**src/rtl/ov7670_pkg.sv**
```systemverilog
`default_nettype none
// ============================================================================
// Module      : ov7670_pkg
// Description : Shared constants, state encoding and frame helpers for the
//               OV7670 SCCB configuration sequencer.
// Revision    : 1.0 - initial release
// ============================================================================
package ov7670_pkg;

  localparam logic [7:0]  SCCB_WRITE_ID = 8'h42;
  localparam logic [15:0] ROM_END       = 16'hFFFF;
  localparam logic [15:0] ROM_DELAY     = 16'hFFF0;
  localparam int          FRAME_BITS    = 27;

  typedef enum logic [3:0] {
    IDLE   = 4'd0,
    FETCH  = 4'd1,
    DECODE = 4'd2,
    START  = 4'd3,
    BITS   = 4'd4,
    STOP   = 4'd5,
    GAP    = 4'd6,
    DELAY  = 4'd7,
    DONE   = 4'd8
  } sccb_cfg_state_t;

  // Three-phase write frame, MSB first. The three ACK/don't-care slots hold 1
  // so the released line and the driven value agree.
  function automatic logic [FRAME_BITS-1:0] build_frame(input logic [15:0] word);
    return {SCCB_WRITE_ID, 1'b1, word[15:8], 1'b1, word[7:0], 1'b1};
  endfunction

  // Bit positions (0-based, MSB first) where the master releases SIOD.
  function automatic logic is_ack_slot(input logic [4:0] bit_idx);
    return (bit_idx == 5'd8) || (bit_idx == 5'd17) || (bit_idx == 5'd26);
  endfunction

endpackage
`default_nettype wire

```
**src/rtl/sccb_qtr_tick.sv**
```systemverilog
`default_nettype none
// ============================================================================
// Module      : sccb_qtr_tick
// Description : Quarter-bit divider. Emits a 1-clock tick every QTR clocks
//               while not cleared; clearing realigns it to the start of a
//               bus phase.
// Revision    : 1.0 - initial release
// ============================================================================
module sccb_qtr_tick #(
  parameter int QTR = 250
) (
  input  logic clk,
  input  logic reset,
  input  logic clear,
  output logic tick
);

  localparam int CW = (QTR > 1) ? $clog2(QTR) : 1;

  logic [CW-1:0] cnt;
  logic          at_end;

  assign at_end = (cnt == CW'(QTR - 1));
  assign tick   = at_end && !clear;

  // Divider counter: wraps every QTR clocks, held at zero while cleared.
  always_ff @(posedge clk or posedge reset) begin
    if (reset) begin
      cnt <= '0;
    end else if (clear || at_end) begin
      cnt <= '0;
    end else begin
      cnt <= cnt + 1'b1;
    end
  end

endmodule
`default_nettype wire

```
**src/rtl/ov7670_sccb_config.sv**
```systemverilog
`default_nettype none
// ============================================================================
// Module      : ov7670_sccb_config
// Description : Walks the camera configuration ROM from address 0 and writes
//               every entry to the OV7670 as an SCCB 3-phase write. FFF0
//               inserts a delay, FFFF ends the sequence.
// Revision    : 1.0 - initial release
// ============================================================================
module ov7670_sccb_config
  import ov7670_pkg::*;
#(
  parameter int CLK_FREQ_HZ  = 100_000_000,
  parameter int SCCB_FREQ_HZ = 100_000,
  parameter int DELAY_CYCLES = 1_000_000   // must be at least 1
) (
  input  logic        clk,
  input  logic        reset,
  input  logic        start,
  output logic [7:0]  rom_addr,
  input  logic [15:0] rom_data,
  output logic        sioc,
  output logic        siod_o,
  output logic        siod_oe,
  output logic        busy,
  output logic        done
);

  localparam int QTR = CLK_FREQ_HZ / (4 * SCCB_FREQ_HZ);
  localparam int DW  = $clog2(DELAY_CYCLES + 1);

  sccb_cfg_state_t        state, state_n;
  logic [1:0]             qcnt, qcnt_n;
  logic [4:0]             bcnt, bcnt_n;
  logic [DW-1:0]          dcnt, dcnt_n;
  logic [FRAME_BITS-1:0]  shift, shift_n;
  logic [15:0]            rom_q, rom_q_n;
  logic [7:0]             addr_n;
  logic                   busy_n, done_n;
  logic                   sioc_n, siod_n, oe_n;
  logic                   qtr_clear, tick;

  // Quarter timing restarts each time a bus phase is entered from the
  // fetch/decode path, so START q0 always lasts a full QTR.
  assign qtr_clear = (state == IDLE) || (state == FETCH) || (state == DECODE);

  sccb_qtr_tick #(
    .QTR (QTR)
  ) u_qtr_tick (
    .clk   (clk),
    .reset (reset),
    .clear (qtr_clear),
    .tick  (tick)
  );

  // State register plus all datapath and output registers.
  always_ff @(posedge clk or posedge reset) begin
    if (reset) begin
      state    <= IDLE;
      qcnt     <= 2'd0;
      bcnt     <= 5'd0;
      dcnt     <= '0;
      shift    <= '1;
      rom_q    <= 16'h0000;
      rom_addr <= 8'h00;
      busy     <= 1'b0;
      done     <= 1'b0;
      sioc     <= 1'b1;
      siod_o   <= 1'b1;
      siod_oe  <= 1'b0;
    end else begin
      state    <= state_n;
      qcnt     <= qcnt_n;
      bcnt     <= bcnt_n;
      dcnt     <= dcnt_n;
      shift    <= shift_n;
      rom_q    <= rom_q_n;
      rom_addr <= addr_n;
      busy     <= busy_n;
      done     <= done_n;
      sioc     <= sioc_n;
      siod_o   <= siod_n;
      siod_oe  <= oe_n;
    end
  end

  // Next-state logic; bus pins are decoded from the next state so they are
  // registered and glitch-free yet aligned with the state they belong to.
  always_comb begin
    state_n = state;
    qcnt_n  = qcnt;
    bcnt_n  = bcnt;
    dcnt_n  = dcnt;
    shift_n = shift;
    rom_q_n = rom_q;
    addr_n  = rom_addr;
    busy_n  = busy;
    done_n  = done;

    case (state)
      IDLE, DONE: begin
        if (start) begin
          addr_n  = 8'h00;
          busy_n  = 1'b1;
          done_n  = 1'b0;
          qcnt_n  = 2'd0;
          state_n = FETCH;
        end
      end

      // qcnt doubles as the ROM latency counter here.
      FETCH: begin
        if (qcnt == 2'd0) begin
          qcnt_n = 2'd1;
        end else begin
          qcnt_n  = 2'd0;
          rom_q_n = rom_data;
          state_n = DECODE;
        end
      end

      DECODE: begin
        qcnt_n = 2'd0;
        bcnt_n = 5'd0;
        if (rom_q == ROM_END) begin
          busy_n  = 1'b0;
          done_n  = 1'b1;
          state_n = DONE;
        end else if (rom_q == ROM_DELAY) begin
          dcnt_n  = '0;
          state_n = DELAY;
        end else begin
          shift_n = build_frame(rom_q);
          state_n = START;
        end
      end

      START: begin
        if (tick) begin
          qcnt_n = qcnt + 2'd1;
          if (qcnt == 2'd3) begin
            state_n = BITS;
          end
        end
      end

      BITS: begin
        if (tick) begin
          qcnt_n = qcnt + 2'd1;
          if (qcnt == 2'd3) begin
            if (bcnt == 5'(FRAME_BITS - 1)) begin
              state_n = STOP;
            end else begin
              bcnt_n  = bcnt + 5'd1;
              shift_n = {shift[FRAME_BITS-2:0], 1'b1};
            end
          end
        end
      end

      STOP: begin
        if (tick) begin
          qcnt_n = qcnt + 2'd1;
          if (qcnt == 2'd3) begin
            state_n = GAP;
          end
        end
      end

      GAP: begin
        if (tick) begin
          qcnt_n = qcnt + 2'd1;
          if (qcnt == 2'd3) begin
            if (rom_addr == 8'hFF) begin
              busy_n  = 1'b0;
              done_n  = 1'b1;
              state_n = DONE;
            end else begin
              addr_n  = rom_addr + 8'd1;
              state_n = FETCH;
            end
          end
        end
      end

      DELAY: begin
        if (dcnt == DW'(DELAY_CYCLES - 1)) begin
          qcnt_n = 2'd0;
          if (rom_addr == 8'hFF) begin
            busy_n  = 1'b0;
            done_n  = 1'b1;
            state_n = DONE;
          end else begin
            addr_n  = rom_addr + 8'd1;
            state_n = FETCH;
          end
        end else begin
          dcnt_n = dcnt + 1'b1;
        end
      end

      default: begin
        state_n = IDLE;
      end
    endcase

    // Bus pin decode: idle bus (SIOC high, SIOD released) unless framing.
    sioc_n = 1'b1;
    siod_n = 1'b1;
    oe_n   = 1'b0;
    case (state_n)
      START: begin
        oe_n   = 1'b1;
        sioc_n = (qcnt_n != 2'd3);
        siod_n = (qcnt_n == 2'd0);
      end
      BITS: begin
        sioc_n = (qcnt_n == 2'd1) || (qcnt_n == 2'd2);
        siod_n = shift_n[FRAME_BITS-1];
        oe_n   = !is_ack_slot(bcnt_n);
      end
      STOP: begin
        oe_n   = (qcnt_n != 2'd3);
        sioc_n = (qcnt_n != 2'd0);
        siod_n = (qcnt_n >= 2'd2);
      end
      default: begin
      end
    endcase
  end

endmodule
`default_nettype wire

```
**config.mk**
```make
export PLATFORM = sky130hd
export DESIGN_NAME = ov7670_sccb_config
export DESIGN_NICKNAME = d
export VERILOG_FILES = /design/src/rtl/ov7670_pkg.sv /design/src/rtl/sccb_qtr_tick.sv /design/src/rtl/ov7670_sccb_config.sv
export SDC_FILE = /design/constraint.sdc
export NUM_CORES = 1
export LEC_CHECK = 0
export BUFFER_PORTS_ARGS = -buffer_cell sky130_fd_sc_hd__buf_2
export CAP_MARGIN = 20
export CORE_ASPECT_RATIO = 1.2
export CORE_UTILIZATION = 56
export CTS_CLUSTER_DIAMETER = 120
export CTS_CLUSTER_SIZE = 20
export DETAILED_ROUTE_END_ITERATION = 10
export PLACE_DENSITY = 0.75
export SYNTH_ARGS = -nofsm -noshare
export SYNTH_HDL_FRONTEND = slang
export SYNTH_SLANG_ARGS = --single-unit
```
**constraint.sdc**
```tcl
create_clock -name clk -period 6.8 [get_ports clk]
set_clock_uncertainty 0.2 [all_clocks]
set_input_delay 0 -clock clk [delete_from_list [all_inputs] [get_ports clk]]
set_output_delay 0 -clock clk [all_outputs]
set_load 0.02 [all_outputs]
```
# --- Word-level counts from Yosys, hierarchy flattened ---
# Cells that the tools add are included.
word_totals:
  inputBits: 19
  wordCells: 140
  register_bits: 95
  output_inout_bits: 13
classes:
  n_eq_ne: 36
  n_addsub: 5
  bitwise: 1
  order_cmp: 1
  reduce_logical: 24
  n_mux: 59
ops:
  columns: ["operator", "n"]
  rows:
  - ["27-bit 2-to-1 mux", 5]
  - ["20-bit 2-to-1 mux", 3]
  - ["4-bit 2-to-1 mux", 14]
  - ["27-bit case mux with 2 select lines", 1]
  - ["8-bit 2-to-1 mux", 6]
  - ["20-bit case mux with 2 select lines", 1]
  - ["16-bit == test (second input constant)", 2]
  - ["4-bit case mux with 8 select lines", 1]
  - ["4-bit by 3-bit == test with 1-bit output (second input constant)", 6]
  - ["8-bit case mux with 3 select lines", 1]
  - ["2-bit != test (second input constant)", 11]
  - ["20-bit by 1-bit adder with 20-bit output (second input constant)", 1]
  - ["20-bit == test (second input constant)", 1]
  - ["8-bit by 1-bit adder with 8-bit output (second input constant)", 2]
  - ["8-bit == test (second input constant)", 2]
  - ["5-bit == test (second input constant)", 3]
  - ["5-bit 2-to-1 mux", 3]
  - ["1-bit 2-to-1 mux", 13]
  - ["4-bit by 2-bit == test with 1-bit output (second input constant)", 3]
  - ["6-bit AND reduction", 2]
  - ["2-bit case mux with 5 select lines", 1]
  - ["5-bit case mux with 2 select lines", 1]
  - ["1-bit case mux with 3 select lines", 3]
  - ["1-bit case mux with 4 select lines", 2]
  - ["other kinds (25)", 38]

# --- Depth between registers and ports, before layout ---
# Gate-level depths: netlist of the first run.
logic_depth:
  depth_word: 12
  mapped_depth: 12
  mapped_depth_nobuf: 12

# --- By module ---
# Synthesis of the first run repeated with hierarchy kept, for this count alone.
unflattened:
  cells_unflattened: 497
  hier_area_um2: 4941.0
modules_own_cells:
  columns: ["module", "area_per_inst_um2", "seq_area_each_um2", "cells_each", "n_inst"]
  rows:
  - ["ov7670_sccb_config", 4513.1, 2213.4, 454, 1]
  - ["sccb_qtr_tick", 427.9, 200.2, 43, 1]

# --- Worst setup path before layout of the first run ---
# Ideal clock, no wire load.
synth_timing:
  path_type: "reg2reg"
  start: "reg dcnt[11]"
  end: "reg sioc"
  stages_incl_launch_ff: 8
  setup_slack_ns: 4.260
  synth_period_minus_slack_ns: 2.540
  setup_time_ns: 0.075
  arrival_ns: 2.265
  cell_sequence: "dfrtp_1 > or4_1 > o31ai_1 > nand2_1 > a21oi_1 > ha_1 > nor2b_1 > a2bb2oi_1"
synth_via:
  elab_chain_len: 6
synth_lines:
  columns: ["element", "line_no", "rtl"]
  rows:
  - ["from (decl)", "ov7670_sccb_config.sv:34", "logic [DW-1:0] dcnt, dcnt_n;"]
  - ["from (signal assigned)", "ov7670_sccb_config.sv:74", "dcnt <= dcnt_n;"]
  - ["20-bit == test *", "ov7670_sccb_config.sv:186", "if (dcnt == DW'(DELAY_CYCLES - 1)) begin"]
  - ["2-bit 2-to-1 mux", "ov7670_sccb_config.sv:186", null]
  - ["2-bit case mux with 5 select lines", "ov7670_sccb_config.sv:99", "case (state)"]
  - ["2-bit by 1-bit == test with 1-bit output / 2-bit == test (equally long branches)", "ov7670_sccb_config.sv:217", "sioc_n = (qcnt_n == 2'd1) || (qcnt_n == 2'd2);"]
  - ["1-bit logical OR", "ov7670_sccb_config.sv:217", null]
  - ["1-bit case mux with 3 select lines *", "ov7670_sccb_config.sv:210", "case (state_n)"]
  - ["via sioc_n", "ov7670_sccb_config.sv:39", "logic sioc_n, siod_n, oe_n;"]
  - ["to (signal assigned)", "ov7670_sccb_config.sv:80", "sioc <= sioc_n;"]
  - ["to (decl)", "ov7670_sccb_config.sv:21", "output logic sioc,"]
# The timed path passes the listed nets; every way through them passes the cells marked *.
# A chain may end at the register's enable or synchronous reset.

# --- Final worst setup path of the first run ---
layout_timing:
  start: "reg state[1]"
  end: "reg dcnt[19]"
layout_via:
  elab_chain_len: 3
layout_lines:
  columns: ["element", "line_no", "rtl"]
  rows:
  - ["from (decl)", "ov7670_sccb_config.sv:31", "sccb_cfg_state_t state, state_n;"]
  - ["from (signal assigned)", "ov7670_sccb_config.sv:71", "state <= state_n;"]
  - ["4-bit by 3-bit == test with 1-bit output / 4-bit by 2-bit == test with 1-bit output (equally long branches)", "ov7670_sccb_config.sv:99", null]
  - ["2-bit != test (no line), or another cell as far along", null, null]
  - ["4-bit AND reduction (no line)", null, null]
# Parallel ways exist; a longest one is shown, timed or not.

==> flow_summary_export.csv, run 1 <==
group,metric,value,unit
grt,grt_pass1_vias,3699,
sta,hold_viol,0,
clocking,insertion_delay,360,ps
clocking,numCtsBuffers,9,
sta,setup_viol_count_final,0,
place,gp_congestion,0.922,
synthesis,syn_inst,488,
worst_setup_path,worstSetupStartpointType,"register",
sta,max_slew_margin,0.491,
grt,grt_use_total,0.252,
clocking,clk_pin_slew,90,ps
worst_setup_path,critPathMaxFanout,22,
place,io_buffer_count,31,
cells_and_area,area_growth,13.5,%
worst_setup_path,cp-startpoint,"state[1]",
synthesis,synth.most_common_cell,"nand2_1",
cells_and_area,final_core_util,0.662,
floorplanning,die_h,104,um
synthesis,synth_area,4810,sq um
drt,vias,3730,
sta,period_minus_slack,3230,ps
drt,drtAntennaViolNets,0,
clocking,h-tree-depth,3,
power_and_ir_drop,ir_drop,0.258,mV
synthesis,ys_seq_area_frac,0.502,
synthesis,avgSynthCellArea,9.86,sq um
sta,rsz0062_at_grt,"false",
drt,avgRoutedWirePerCell,16.0,um
synthesis,yosys_warnings,0,
sta,worst_pin_slew,761,ps
place,placed_area,5070,sq um
worst_setup_path,arrival,3260,ps
cells_and_area,antennaDiodeCount,0,
grt,grt_max_degree,52,
cells_and_area,fin_area,5460,sq um
cells_and_area,final_nets,564,
floorplanning,dieArea,8970,sq um
synthesis,synth_nets,518,
synthesis,async_flop_share,1.00,
place,place_inst,619,
floorplanning,core,8240,sq um
drt,dr.pass1.iters,5,
place,dp_hpwl,7.33,mm
worst_setup_path,endpoint_kind,"register",
synthesis,synth-edff-count,0,
sta,setup_tns,0,ps
cells_and_area,drive_gt1_frac,0.187,
synthesis,ys_top_cells_by_count,"nand2_1 (67), dfrtp_1 (66), nor2_1 (53)",
synthesis,synth_area_leader_cell,"dfrtp_1",
status,status,"finished, final reports clean",
worst_setup_path,cp.required,6830,ps
drt,drt-total-wl,10.4,mm
synthesis,ys_seq_elements,95,
worst_setup_path,crit_type,"reg2reg",
sta,slew_viol_final,0,
synthesis,synthFlopType,"dfrtp_1",
grt,grt_antenna_before_repair,0,
clocking,cts-resized-gates,0,
sta,max_freq,310,MHz
sta,fin_crit_sh,0.475,
grt,grt.overflow.total,0,
drt,drt_iter0_drc,251,
synthesis,synth_area_leaders,"dfrtp_1 (34%), dfstp_2 (16%), nand2_1 (5.2%), nor2_1 (4.1%), nand3_1 (3.7%)",
drt,drc,0,
floorplanning,initial_core_util,0.584,
clocking,cts_tree,"yes",
worst_setup_path,rrSetupSlack,3570,ps
worst_setup_path,rr_startpoint,"state[1]",
cells_and_area,layout.cells.non_filler,653,
floorplanning,die_w,86.6,um
floorplanning,io_pins,32,
power_and_ir_drop,p_per_area,332,nW/um^2
drt,drt-vias-per-instance,5.71,
clocking,cts_max_path_buffers,2,
clocking,root_buffer,"clkbuf_8",
power_and_ir_drop,power.leakage,2.48,nW
clocking,postCtsSetupBuffers,0,
synthesis,ys_types,56,
floorplanning,rows,36,
clocking,clock_sink_count,95,
job,maxCapViolCount,0,
min_path,min_path_type,"in2async",
power_and_ir_drop,power,1.81,mW
grt,grt_pass1_wl,17.5,mm
synthesis,synth_top_area_frac,0.343,
-- where the power goes --
| group | total, mW | internal (mW) | switching (mW) | leakage [nW] |
|---|---|---|---|---|
| sequential | 0.847 | 0.726 | 0.121 | 1.18 |
| combinational | 0.579 | 0.246 | 0.334 | 1.20 |
| clock | 0.385 | 0.191 | 0.194 | 0.103 |
| total | 1.81 | 1.16 | 0.649 | 2.48 |
-- sequential cells by signal (all words and copies together) (netlist names) --
register	count
siod_oe	1
busy	1
rom_addr	8
done	1
u_qtr_tick.cnt	8
state	4
rom_q	16
shift	27
sioc	1
siod_o	1
qcnt	2
dcnt	20
bcnt	5
-- logic make-up after synthesis --
group,synth area share
XOR/XNOR,0.0582
buffers and inverters,0.0237
AO/OA/AOI/OAI,0.0946
multiplexers,0.0499
AND/OR/NAND/NOR,0.243
adder cells (fa/ha/maj),0.0286
flip-flops,0.502
-- cells in the final DEF (no fill, tap or decap), types with 7 or more instances in the layout --
cell	synthesis	layout
buf_2	1	31
nand2_1	67	67
ha_1	11	11
o21ai_0	10	10
dfrtp_1	66	66
xor2_1	20	20
nand3b_1	7	7
and3_1	7	7
nor2_1	53	53
a21oi_1	9	9
nand4_1	15	15
nor4_1	8	8
inv_1	12	11
dlygate4sd3_1	0	18
nand3_1	36	36
a22oi_1	17	17
mux2_2	16	16
xnor2_1	12	12
dfstp_2	29	29
clkbuf_8	0	11
-- stage by stage --
step | hold slack, ps | setup WS, ps
2_1_floorplan | -115 | 4170
3_3_place_gp | -54.2 | 3650
3_5_place_dp | -43.1 | 3600
4_1_cts | 104 | 3590
5_1_grt | 146 | 3310
6_report | 90.3 | 3570
-- per-layer routing --
layer | GRT usage | routed length (um) | up-vias
met5 | 0 | 0 | -
li1 | - | - | 1818
met4 | 0.0952 | 230 | 0
met2 | 0.437 | 5450 | 75
met1 | 0.308 | 4400 | 1820
met3 | 0.0494 | 347 | 17
-- repair_timing --
item / in CTS / in global routing
hold buffers: 18 / 0
endpoints found under the setup margin: 0 / 0
hold endpoints to repair: 70 / 0
-- path summary, 6_finish.rpt --
check / to / cells past startpoint
max in group asynchronous: rom_addr[0] / 4
min in group clk: rom_q[12] / 3
min reg2reg: shift[7] / 2
max reg2reg: dcnt[19] / 6
min: dcnt[13] / 3
max: dcnt[19] / 6
-- layout make-up --
type	count	area, sq um
Clock inverter	4	52.6
Tap cell	114	143
Multi-Input combinational cell	363	2280
Inverter	12	46.3
Sequential cell	95	2410
Timing Repair Buffer	53	365
Fill cell	667	2780
Clock buffer	12	155
-- critical path: stages, from the launching register on --
cell and delay [ps]:
dfrtp_1 660, nor4b_1 550, and3_1 740, o21ai_1 190, or4_1 550, xor2_1 150, nor2_1 50
(Power assumes the default switching activity.)
==> inputs of run 2 (changes only) <==
--- a/config.mk
+++ b/config.mk
@@ -8,11 +8,11 @@
 export BUFFER_PORTS_ARGS = -buffer_cell sky130_fd_sc_hd__buf_2
 export CAP_MARGIN = 20
 export CORE_ASPECT_RATIO = 1.2
-export CORE_UTILIZATION = 56
+export CORE_UTILIZATION = 55
 export CTS_CLUSTER_DIAMETER = 120
 export CTS_CLUSTER_SIZE = 20
 export DETAILED_ROUTE_END_ITERATION = 10
-export PLACE_DENSITY = 0.75
+export PLACE_DENSITY = 0.76
 export SYNTH_ARGS = -nofsm -noshare
 export SYNTH_HDL_FRONTEND = slang
 export SYNTH_SLANG_ARGS = --single-unit
==> constraint.sdc (replaced) <==
create_clock -name clk -period 2.8 [get_ports clk]
set_clock_uncertainty 0.2 [all_clocks]
set_input_delay 0 -clock clk [delete_from_list [all_inputs] [get_ports clk]]
set_output_delay 0 -clock clk [all_outputs]
set_load 0.02 [all_outputs]
==> run 2 against run 1 <==
Flip-flop and latch count is the same. Combinational power grew to 2.8 times the previous value. Worst hold slack gained 91 ps. Routed wire length grew 2.9%. Sequential power grew 140%. Worst setup slack lost 3500 ps. Register-to-register slack lost 3500 ps. Power grew to 2.5 times the previous value. Count of clock-buffer cells in the layout shrank 3.
==> flow_summary_export.csv, run 2 (synthesized netlist as in run 1, its figures left out) <==
group,metric,value,unit
sta,worst_pin_slew,782,ps
floorplanning,initial_core_util,0.565,
cells_and_area,regMostFlops,"shift",
cells_and_area,mostFrequentLayoutCells,"nand2_1 (66), dfrtp_1 (66), nor2_1 (52)",
floorplanning,die_h,104,um
worst_setup_path,endpoint_kind,"register",
clocking,h-tree-depth,3,
place,place_inst,641,
clocking,clock_sink_count,95,
sta,hold_viol,0,
cells_and_area,area_growth,18.6,%
drt,dr.pass1.iters,4,
cells_and_area,drive_gt1_frac,0.234,
worst_setup_path,crit_type,"reg2reg",
power_and_ir_drop,power.leakage,2.61,nW
drt,drt-vias-per-instance,5.74,
power_and_ir_drop,p_comb_frac,0.357,
place,dpl_worst_slack,67.1,ps
drt,vias,3900,
worst_setup_path,critPathSlowestCell,"or4_1",
sta,fin_ws,114,ps
drt,drt_iter0_drc,183,
cells_and_area,antennaDiodeCount,0,
cells_and_area,layout.cells.non_filler,680,
sta,whs,181,ps
sta,fin_crit_sh,0.959,
sta,max_freq,372,MHz
power_and_ir_drop,ir_drop,0.612,mV
drt,drtAntennaViolNets,0,
worst_setup_path,cp.required,2860,ps
power_and_ir_drop,pwr-share-clk,0.199,
job,maxCapViolCount,0,
cells_and_area,reg_top3,"shift: 27 flops, dcnt: 20 flops, rom_q: 16 flops",
clocking,cts_max_path_buffers,2,
power_and_ir_drop,seqPwrFrac,0.445,
grt,grt_pass1_vias,3827,
clocking,insertion_delay,380,ps
floorplanning,die_w,87.4,um
worst_setup_path,critPathMaxFanout,6,
clocking,cts_tree,"yes",
min_path,min_path_type,"in2reg",
place,gp_congestion,0.943,
grt,grt.overflow.total,0,
worst_setup_path,arrival,2750,ps
sta,max_slew_margin,0.477,
worst_setup_path,crit_chain,"nand4_1 > or4_1 > or4_1 > o31ai_1 > a21oi_2 > a21boi_0 > a311o_1",
grt,grt_antenna_before_repair,0,
clocking,clk_pin_slew,90,ps
sta,period_minus_slack,2690,ps
grt,grt_use_total,0.251,
place,dp_hpwl,7.49,mm
grt,grt_max_degree,51,
floorplanning,io_pins,32,
floorplanning,rows,37,
drt,drc,0,
cells_and_area,final_core_util,0.670,
clocking,root_buffer,"clkbuf_8",
worst_setup_path,worstSetupStartpointType,"register",
power_and_ir_drop,p_sw,1.67,mW
power_and_ir_drop,p_per_area,796,nW/um^2
status,status,"finished, final reports clean",
sta,slew_viol_final,0,
grt,grt_pass1_wl,17.7,mm
worst_setup_path,cpMostUsedCell,"or4_1",
sta,setup_viol_count_final,0,
place,io_buffer_count,31,
clocking,numCtsBuffers,9,
cells_and_area,final_nets,589,
floorplanning,core,8520,sq um
drt,drt-total-wl,10.7,mm
power_and_ir_drop,intPower,2.87,mW
cells_and_area,largest_reg_flops,27,
drt,avgRoutedWirePerCell,15.8,um
floorplanning,dieArea,9130,sq um
worst_setup_path,critPathMaxStageDelay,540,ps
power_and_ir_drop,p_sw_frac,0.368,
==> run 2: cell types whose count changed in the layout (fill, tap and decap cells not counted), sizes merged <==
| cell | before | now |
|---|---|---|
| buf | 35 | 59 |
| clkbuf | 12 | 9 |
| clkinv | 2 | 5 |
| clkinvlp | 1 | 0 |
| dlygate4sd3 | 18 | 19 |
==> run 2: worst max-delay path, delay by kind of cell, from the launching register on <==
family,cells,cell delay [ps]
AND/OR/NAND/NOR,3,1170
AO/OA/AOI/OAI,4,790
flip-flops,1,420
==> run 2: power groups by stage <==
stage,registers (mW),logic [mW],clock network [mW]
floorplan,1.99,1.11,0
global placement,2.02,1.49,0
detailed placement,2.04,1.55,0
CTS,2.01,1.57,0.922
global route,2.06,1.78,0.981
finish,2.02,1.62,0.902
==> run 2: final timing paths <==
| check | from | end | slack (ps) | cells after the start |
|---|---|---|---|---|
| min in group asynchronous | reset | rom_q[10] | 460 | 4 |
| max reg2reg | dcnt[14] | siod_oe | 110 | 7 |
| min | rom_data[6] | rom_q[6] | 180 | 3 |
| min reg2reg | shift[21] | shift[22] | 250 | 2 |
| max in group asynchronous | reset | shift[5] | 1230 | 5 |
| max | dcnt[14] | siod_oe | 110 | 7 |
==> run 2: per-stage QoR <==
step                      TNS, ps  cell area (sq um)  total power, mW
final                           0               5710             4.54
after global routing        -2.75               5710             4.82
after CTS                       0               5620             4.51
after detailed placement        0               5230             3.59
after global placement          0               5230             3.51
after floorplan                 0               4810             3.09
==> run 2: per-layer routing <==
metal	global-route usage	part of all wire	vias up
met1	0.307	0.43	1902
met2	0.423	0.51	103
met5	0	0	-
met3	0.0484	0.040	20
li1	-	-	1875
met4	0.110	0.022	0
==> run 2: cell type report <==
cell class,count,area [sq um]
clock buffers,9,124
clock inverters,6,70.1
fillers,681,2810
inverters,12,46.3
multi-input cells,363,2340
flip-flops and latches,95,2410
well taps,117,146
repair buffers,78,568
==> run 2: timing repair <==
action,in CTS,in global routing
resized for setup,1,10
pin swaps,0,2
setup buffers,0,5
endpoints found under the setup margin,2,3
endpoints found under the hold margin,112,0
hold buffers,19,0
==> inputs of run 3 (changes only) <==
--- a/config.mk
+++ b/config.mk
@@ -5,7 +5,7 @@
 export SDC_FILE = /design/constraint.sdc
 export NUM_CORES = 1
 export LEC_CHECK = 0
-export BUFFER_PORTS_ARGS = -buffer_cell sky130_fd_sc_hd__buf_2
+export BUFFER_PORTS_ARGS = -buffer_cell sky130_fd_sc_hd__buf_4
 export CAP_MARGIN = 20
 export CORE_ASPECT_RATIO = 1.2
 export CORE_UTILIZATION = 55
@@ -15,4 +15,5 @@
 export PLACE_DENSITY = 0.76
 export SYNTH_ARGS = -nofsm -noshare
 export SYNTH_HDL_FRONTEND = slang
+export SYNTH_HIERARCHICAL = 1
 export SYNTH_SLANG_ARGS = --single-unit
==> run 3 against run 2 <==
The run now ends with negative setup slack left. Clock power is 9.8% lower. Routed wire length is 5.4% higher. Register-to-register slack worse by 340 ps. Largest power group unchanged. Maximum frequency is 11% lower. Synthesized area is 2.7% higher. Critical path depth is 4 higher. First-iteration DRC count is 13% higher.
==> flow_summary_export.csv, run 3 <==
group,metric,value,unit
worst_setup_path,critPathSlowestCell,"or4_4",
cells_and_area,final_nets,623,
synthesis,synth_nets,525,
drt,dr.pass1.iters,5,
worst_setup_path,crit_type,"reg2reg",
sta,max_freq,330,MHz
drt,drc,0,
grt,grt_max_degree,88,
worst_setup_path,endpoint_kind,"register",
synthesis,avgSynthCellArea,9.94,sq um
worst_setup_path,critPathMaxStageDelay,530,ps
drt,vias,4137,
power_and_ir_drop,ir_drop,0.492,mV
sta,slew_viol_final,0,
sta,max_slew_margin,0.423,
clocking,clock_sink_count,95,
clocking,cts_max_path_buffers,2,
cells_and_area,fillers,638,
place,dpl_worst_slack,-294,ps
cells_and_area,drive_gt1_frac,0.303,
worst_setup_path,critPathMaxFanout,4,
grt,grt_pass1_wl,19.4,mm
job,maxCapViolCount,0,
cells_and_area,reg_top3,"shift: 27 flops, dcnt: 20 flops, rom_q: 16 flops",
synthesis,synth_area_leader_cell,"dfrtp_1",
status,failed_checks,"negative setup slack",
cells_and_area,multi_input_area,2470,sq um
synthesis,ys_seq_elements,95,
sta,setup_viol_count_final,3,
drt,drt-total-wl,11.3,mm
place,placed_area,5670,sq um
sta,hold_viol,0,
grt,grt_use_total,0.268,
drt,drt-vias-per-instance,5.77,
worst_setup_path,crit_chain,"ha_4 > and4b_4 > nand3_4 > nor2_4 > buf_4 > nand2_2 > nor3_1 > or3_1 > or4_4 > or4_4 > o31ai_4",
synthesis,synth-edff-count,0,
floorplanning,io_pins,32,
cells_and_area,antennaDiodeCount,0,
sta,rsz0062_at_grt,"true",
grt,grt.overflow.total,0,
grt,grt_antenna_before_repair,0,
synthesis,yosys_warnings,6,
place,gp_congestion,0.889,
sta,fin_ws,-229,ps
worst_setup_path,rrSetupSlack,-230,ps
cells_and_area,mostFrequentLayoutCells,"buf_4 (88), dfrtp_1 (66), nand2_1 (63)",
sta,fin_crit_sh,1.08,
synthesis,synthFlopType,"dfrtp_1",
worst_setup_path,rr_startpoint,"u_qtr_tick/cnt[0]",
floorplanning,die_h,106,um
sta,period_minus_slack,3030,ps
synthesis,synth.most_common_cell,"dfrtp_1",
drt,drt_iter0_drc,206,
place,dp_hpwl,7.80,mm
power_and_ir_drop,power,4.51,mW
power_and_ir_drop,power.leakage,2.67,nW
clocking,clk_pin_slew,90,ps
drt,avgRoutedWirePerCell,15.8,um
drt,drtAntennaViolNets,0,
worst_setup_path,cp-startpoint,"u_qtr_tick/cnt[0]",
cells_and_area,regMostFlops,"shift",
clocking,insertion_delay,370,ps
worst_setup_path,arrival,3110,ps
status,status,"finished, violations left",
synthesis,ys_seq_area_frac,0.488,
sta,worst_pin_slew,858,ps
clocking,root_buffer,"clkbuf_8",
grt,grt_pass1_vias,4196,
clocking,h-tree-depth,3,
synthesis,ys_types,68,
cells_and_area,fin_area,6150,sq um
worst_setup_path,worstSetupStartpointType,"register",
synthesis,async_flop_share,1.00,
cells_and_area,largest_reg_flops,27,
synthesis,syn_inst,497,
floorplanning,core,8660,sq um
synthesis,synth_area_leaders,"dfrtp_1 (33%), dfstp_2 (15%), nand2_1 (4.9%), mux2_2 (3.6%), nor2_1 (3.0%)",
worst_setup_path,cpMostUsedCell,"or4_4",
clocking,numCtsBuffers,9,
cells_and_area,regArea,2410,sq um
floorplanning,rows,37,
floorplanning,initial_core_util,0.571,
min_path,min_path_type,"in2async",
place,io_buffer_count,31,
synthesis,synth_top_area_frac,0.334,
synthesis,ys_top_cells_by_count,"dfrtp_1 (66), nand2_1 (64), nor2_1 (39)",
worst_setup_path,cp.required,2880,ps
power_and_ir_drop,p_per_area,734,nW/um^2
synthesis,synth_area,4940,sq um
cells_and_area,area_growth,24.4,%
cells_and_area,final_common_cell,"buf_4",
floorplanning,dieArea,9370,sq um
floorplanning,die_w,88.5,um
clocking,cts_tree,"yes",
[run 3: cell count changes in the layout (fill, tap and decap cells not counted), moves of 5 or more]
cell	delta
nor2_1	-14
xor2_1	-6
o21ai_0	+18
xnor2_1	-5
or3_1	+7
buf_4	+61
a21oi_1	+9
mux2i_1	-5
nand3_1	-22
buf_2	-31
inv_1	+7
[run 3: layer usage]
metal	global-route usage	vias to the layer above	wire, um
met4	0.0933	0	244
met5	0	-	0
met2	0.435	114	5640
met1	0.355	2010	5000
li1	-	1992	-
met3	0.0509	21	432
[run 3: worst max-delay path: cells and delay by family (launching register included)]
family | cells | cell delay [ps]
AOI/OAI and AO/OA | 1 | 230
adders and majority gates | 1 | 170
buffers and inverters | 1 | 160
DFF | 1 | 430
and+or+nand+nor | 8 | 1740
[run 3: per-stage QoR]
stage / TNS [ps] / cells / hold slack [ps] / utilization
finish: -603 / 717 / 49.1 / 0.710
global route: -864 / 717 / 127 / 0.710
CTS: -518 / 717 / 96.7 / 0.702
detailed placement: -857 / 679 / -211 / 0.655
global placement: -657 / 679 / -222 / 0.655
floorplan: -1010 / 497 / -384 / -
[run 3: kinds of logic after synthesis]
kind of cell               share of synthesized area
and+or+nand+nor                                0.230
AOI/OAI and AO/OA                              0.143
DFF                                            0.488
buffers and inverters                         0.0377
xor gates and xnor gates                      0.0372
muxes                                         0.0385
adders and majority gates                     0.0248
[run 3: path summary, 6_finish.rpt]
| path | to | cells past startpoint |
|---|---|---|
| setup / recovery | siod_oe | 11 |
| hold / removal | dcnt[4] | 4 |
| setup reg to reg | siod_oe | 11 |
| hold reg to reg | shift[11] | 2 |
| max in group asynchronous | u_qtr_tick/cnt[3] | 4 |
| min in group clk | rom_q[5] | 3 |
[run 3: timing repair]
action / 4_1_cts / 5_1_grt
buffers inserted: 3 / 0
setup endpoints to repair: 7 / 8
pin swaps: 2 / 2
hold buffers: 19 / 0
hold endpoints to repair: 115 / 0
gates resized for setup: 5 / 14
[run 3: where the power goes]
part	internal [mW]	total (mW)	switching [mW]
combinational	0.825	1.66	0.832
clock	0.327	0.814	0.486
sequential	1.77	2.04	0.269
[run 3: final cells by class]
type	count	area share
multi-input combinational	361	0.403
sequential	95	0.393
timing repair buffer	108	0.142
tap	117	0.0238
clock buffer	12	0.0220
inverter	20	0.0124
clock inverter	4	0.00509
